<file path="src/rtl/keystream_pack_buffer.sv">
// Keystream byte buffer: packs PACK bytes little-endian per word into a DEPTH-entry circular FIFO.
// Build option: define KSBUF_ZERO_PAD_EN to zero the unkept lanes of partial words.
module keystream_pack_buffer #(
    parameter int unsigned DATA_SIZE = 8,
    parameter int unsigned PACK      = 4,
    parameter int unsigned DEPTH     = 80
) (
    input  logic                      clk,
    input  logic                      rst,
    input  logic                      in_valid,
    input  logic [DATA_SIZE-1:0]      in_data,
    input  logic                      in_last,
    output logic                      in_ready,
    output logic                      out_valid,
    output logic [DATA_SIZE*PACK-1:0] out_data,
    output logic [PACK-1:0]           out_keep,
    output logic                      out_last,
    input  logic                      out_ready,
    output logic                      full,
    output logic                      empty,
    output logic [$clog2(DEPTH+1)-1:0] level
);

    localparam int unsigned WordW = DATA_SIZE * PACK;
    localparam int unsigned PtrW  = (DEPTH > 1) ? $clog2(DEPTH) : 1;
    localparam int unsigned LvlW  = $clog2(DEPTH + 1);
    localparam int unsigned LaneW = (PACK > 1) ? $clog2(PACK) : 1;

    localparam logic [PtrW-1:0]  PtrMax  = PtrW'(DEPTH - 1);
    localparam logic [LaneW-1:0] LaneMax = LaneW'(PACK - 1);
    localparam logic [LvlW-1:0]  LvlFull = LvlW'(DEPTH);

    logic [WordW-1:0] mem_data [DEPTH];
    logic [PACK-1:0]  mem_keep [DEPTH];
    logic             mem_last [DEPTH];

    logic [PACK-1:0][DATA_SIZE-1:0] acc_q;
    logic [LaneW-1:0]               lane_q;
    logic [PtrW-1:0]                wr_ptr_q;
    logic [PtrW-1:0]                rd_ptr_q;
    logic [LvlW-1:0]                level_q;

    logic                           accept;
    logic                           push;
    logic                           pop;
    logic [PACK-1:0][DATA_SIZE-1:0] word;
    logic [PACK-1:0]                keep;

    // in_ready depends only on stored level, never on out_ready.
    assign full      = (level_q == LvlFull);
    assign empty     = (level_q == '0);
    assign in_ready  = !full;
    assign out_valid = !empty;
    assign level     = level_q;

    assign accept = in_valid && in_ready;
    assign push   = accept && (in_last || (lane_q == LaneMax));
    assign pop    = out_valid && out_ready;

    always_comb begin
        word = acc_q;
        keep = '0;
        for (int l = 0; l < PACK; l++) begin
            if (LaneW'(l) == lane_q) begin
                word[l] = in_data;
            end
`ifdef KSBUF_ZERO_PAD_EN
            else if (LaneW'(l) > lane_q) begin
                word[l] = '0;
            end
`endif
            keep[l] = (LaneW'(l) <= lane_q);
        end
    end

    always_ff @(posedge clk) begin
        if (rst) begin
            acc_q    <= '0;
            lane_q   <= '0;
            wr_ptr_q <= '0;
            rd_ptr_q <= '0;
            level_q  <= '0;
        end else begin
            if (accept) begin
                acc_q[lane_q] <= in_data;
                lane_q        <= push ? '0 : lane_q + 1'b1;
            end
            if (push) begin
                wr_ptr_q <= (wr_ptr_q == PtrMax) ? '0 : wr_ptr_q + 1'b1;
            end
            if (pop) begin
                rd_ptr_q <= (rd_ptr_q == PtrMax) ? '0 : rd_ptr_q + 1'b1;
            end
            unique case ({push, pop})
                2'b10:   level_q <= level_q + 1'b1;
                2'b01:   level_q <= level_q - 1'b1;
                default: level_q <= level_q;
            endcase
        end
    end

    // Storage is intentionally left uncleared by reset; level gates every read.
    always_ff @(posedge clk) begin
        if (push) begin
            mem_data[wr_ptr_q] <= word;
            mem_keep[wr_ptr_q] <= keep;
            mem_last[wr_ptr_q] <= in_last;
        end
    end

    assign out_data = out_valid ? mem_data[rd_ptr_q] : '0;
    assign out_keep = out_valid ? mem_keep[rd_ptr_q] : '0;
    assign out_last = out_valid && mem_last[rd_ptr_q];

endmodule

</file>
<file path="config.mk">
export PLATFORM = sky130hd
export DESIGN_NAME = keystream_pack_buffer
export DESIGN_NICKNAME = d
export VERILOG_FILES = /design/src/rtl/keystream_pack_buffer.sv
export SDC_FILE = /design/constraint.sdc
export NUM_CORES = 2
export LEC_CHECK = 0
export BUFFER_PORTS_ARGS = -buffer_cell sky130_fd_sc_hd__buf_2
export CELL_PAD_IN_SITES_DETAIL_PLACEMENT = 1
export CELL_PAD_IN_SITES_GLOBAL_PLACEMENT = 2
export CORE_MARGIN = 2
export CORE_UTILIZATION = 46
export DETAILED_ROUTE_END_ITERATION = 6
export PLACE_DENSITY = 0.72
export SLEW_MARGIN = 10
export SYNTH_ARGS = -nofsm -noshare
export SYNTH_HDL_FRONTEND = slang
export SYNTH_SLANG_ARGS = --single-unit
</file>
<file path="constraint.sdc">
create_clock -name clk -period 4.95 [get_ports clk]
set_clock_uncertainty 0.15 [all_clocks]
set_input_delay 0.2475 -clock clk [delete_from_list [all_inputs] [get_ports clk]]
set_output_delay 0.2475 -clock clk [all_outputs]
set_load 0.005 [all_outputs]
</file>
==> metrics <==
result of the run=complete, no violations; clock tree from TritonCTS=done; Antenna Nets Post-Route=0; core footprint=246000 um2; maximum number of pins on one net before global-route repair=88; unrepaired setup endpoints after global routing=no; Final Hold Slack=0.111 ns; flop-to-flop setup slack=0.96 ns; total half-perimeter wirelength after legalization and detailed placement=190 mm; CP dominant cell by count=sky130_fd_sc_hd__mux4_2; Final Cell Area=130000 um2; biggest area consumer among synthesized cells=sky130_fd_sc_hd__edfxtp_1; TritonCTS Buffers=322; clock transition time at the flip-flop clock pins of the worst setup and hold paths=0.05 ns; cell type of the slowest stage on the worst timing path=sky130_fd_sc_hd__dfxtp_4; number of warnings issued by yosys=0; DR WL/cell=35.7 um; total die area=251000 um2; delay contributed by the slowest stage of the critical path=0.73 ns; final critical-path share of the clock period=0.982; final critical delay including setup and external delays=4.86 ns; final hold vios=0; most frequent cells in the layout=2880 x sky130_fd_sc_hd__edfxtp_1, 583 x sky130_fd_sc_hd__mux4_2, 450 x sky130_fd_sc_hd__mux2i_1; placed cells=8639; Synth top area share=0.761; total number of H-tree levels=5; leading cell type in the layout, fill and taps excluded=sky130_fd_sc_hd__edfxtp_1; I/O pin count=61; post-placement worst setup slack=0.811 ns; Max-slew headroom=0.184; post-placement cell area=120000 um2; PortBufs=60; total negative setup slack=0 ns; starting density of the core=0.462; clock tree root driver cell=sky130_fd_sc_hd__clkbuf_16; proportion of synthesized chip area in sequential cells=0.772; post-route insts no fill=9218; layout cells sized above 1=0.247; worst endpoint data arrival time=4.46 ns; Design Power=56.6 mW; Gate Count Post-Synth=5396; number of enable flip-flop cells after synthesis=2880; worst path setup slack after routing=0.0891 ns; power per unit of standard cell area=435 nW/um2; number of synthesized register bits=2942; global routing usage summed across all routing layers=0.262; Worst Max-Slew Pin Slew=1.22 ns; number of DRC markers after the initial detailed-route iteration=7607; Clock Sinks=2942; GP Congestion=0.802; number of setup violations in the final report=0; number of vias after detailed routing=57.7k; critical-path maximum fanout=56; maximum vdd drop=358 uV; top cells by area in the synthesized netlist=sky130_fd_sc_hd__edfxtp_1 76%, sky130_fd_sc_hd__mux4_2 12%, sky130_fd_sc_hd__mux2i_1 4.0%; total leakage power=37.6 nW; Hold Path Class=in -> reg; Max Fclk=206 MHz; max-cap check violation count=0; layout net count=5791; Post-Synthesis Cell Area=114000 um2; Die H=501 um; detailed-route vias per instance=6.26; CP Capture Type=output port; syn avg cell area=21.1 um2; DR DRC count=0; kind of start point of the critical path=flip-flop; clock network latency to the later pin of the worst-skew pair=0.94 ns; layout overhead on the synthesized area=14.3%; Setup Crit Path Kind=reg -> out; die outline width=501 um; GRT overflow=0; critical path data required time=4.55 ns; crit path cell chain=buf_12, buf_4, mux4_2, mux4_2, o211ai_1, a21oi_1, buf_2; final core utilization=0.528; global-route wire length before repair=463 mm; synth unique cells=65; async set-or-reset flop fraction in the synthesized netlist=0; buffer levels on the longest clock path=4; first-pass iteration count of the detailed router=7; number of pins with negative max-slew slack in the final report=0; prevailing post-synth register cell=sky130_fd_sc_hd__edfxtp_1; vias in the first global route=59.5k; row cnt=182; initial antenna violation count=25; Net Count, Synth=5419; final wirelength=329 mm
[synth_stat cells (10+ instances only)]
cell	n
sky130_fd_sc_hd__nor2b_1	19
sky130_fd_sc_hd__xor2_1	12
sky130_fd_sc_hd__buf_4	38
sky130_fd_sc_hd__o211ai_1	28
sky130_fd_sc_hd__o22ai_1	14
sky130_fd_sc_hd__nor3_1	14
sky130_fd_sc_hd__nand2_1	147
sky130_fd_sc_hd__edfxtp_1	2880
sky130_fd_sc_hd__a211oi_1	10
sky130_fd_sc_hd__mux2i_1	450
sky130_fd_sc_hd__buf_2	116
sky130_fd_sc_hd__nor2_1	199
sky130_fd_sc_hd__buf_6	36
sky130_fd_sc_hd__a21oi_1	114
sky130_fd_sc_hd__a22oi_1	158
sky130_fd_sc_hd__mux2_2	52
sky130_fd_sc_hd__o21ai_0	46
sky130_fd_sc_hd__dfxtp_1	62
sky130_fd_sc_hd__a31oi_1	33
sky130_fd_sc_hd__mux4_2	583
sky130_fd_sc_hd__ha_1	10
sky130_fd_sc_hd__buf_1	16
sky130_fd_sc_hd__inv_1	12
sky130_fd_sc_hd__nand3_1	106
sky130_fd_sc_hd__clkbuf_1	93
sky130_fd_sc_hd__a221oi_1	38
[cells by family (layout without fill, tap and decap cells)]
group,after synthesis,after routing,synth area share
mux,1085,1085,0.160
xor+xnor,16,16,0.00123
compound gates,478,478,0.0282
simple gates,548,548,0.0217
buf+inv,317,912,0.0159
fa+ha+maj,10,10,0.00110
other cells,0,7,0
flops,2942,2942,0.772
[power by group]
group          total (mW)  switching (mW)  internal (mW)
clock network        22.4            9.42           13.0
registers            27.7           0.122           27.5
logic                6.47            4.13           2.34
total                56.6            13.7           42.9
[layout make-up]
| class | count | area (um2) |
|---|---|---|
| inverter | 13 | 48.8 |
| clock buffer | 408 | 8590 |
| timing repair buffer | 352 | 3540 |
| sequential | 2942 | 87700 |
| antenna | 7 | 17.5 |
| fill | 21348 | 116000 |
| tap | 3220 | 4030 |
| multi-input combinational | 2137 | 24900 |
| clock inverter | 139 | 1060 |
[critical path: cells and delay by family (launching register included)]
kind	cells	cell delay (ns)
flops	1	0.73
compound gates	2	0.98
buf+inv	3	0.92
mux	2	0.85
[flip-flops by register name, indices dropped and copies added, names as in the netlist, named ones only]
signal,flops
rd_ptr_q,7
lane_q,2
mem_last,80
level,7
wr_ptr_q,7
mem_keep,240
mem_data,2560
acc_q,32
[final timing paths]
kind                    startpoint                          to  cells after the start
min                     in_data[3]       acc_q[3]$_SDFFE_PP0P_                      4
max                      flip-flop                 out_data[9]                      7
min reg2reg  acc_q[2]$_SDFFE_PP0P_       acc_q[2]$_SDFFE_PP0P_                      2
max reg2reg  level[2]$_SDFFE_PP0P_  mem_data[56][31]$_DFFE_PP_                      9
[metal layers]
metal | vias up | part of all wire | global-route usage
li1 | 23218 | - | -
met1 | 31382 | 0.40 | 0.371
met3 | 510 | 0.081 | 0.0439
met5 | - | 0.00013 | 0
met2 | 2558 | 0.49 | 0.422
met4 | 6 | 0.028 | 0.0726
[timing repair]
item                                    in CTS  in global routing
endpoints found under the setup margin       7                  5
resized for setup                            2                  2
endpoints found under the hold margin      161                  0
buffers inserted                             0                  1
hold buffers                                24                  0
Power figures use the tool's default switching activity.
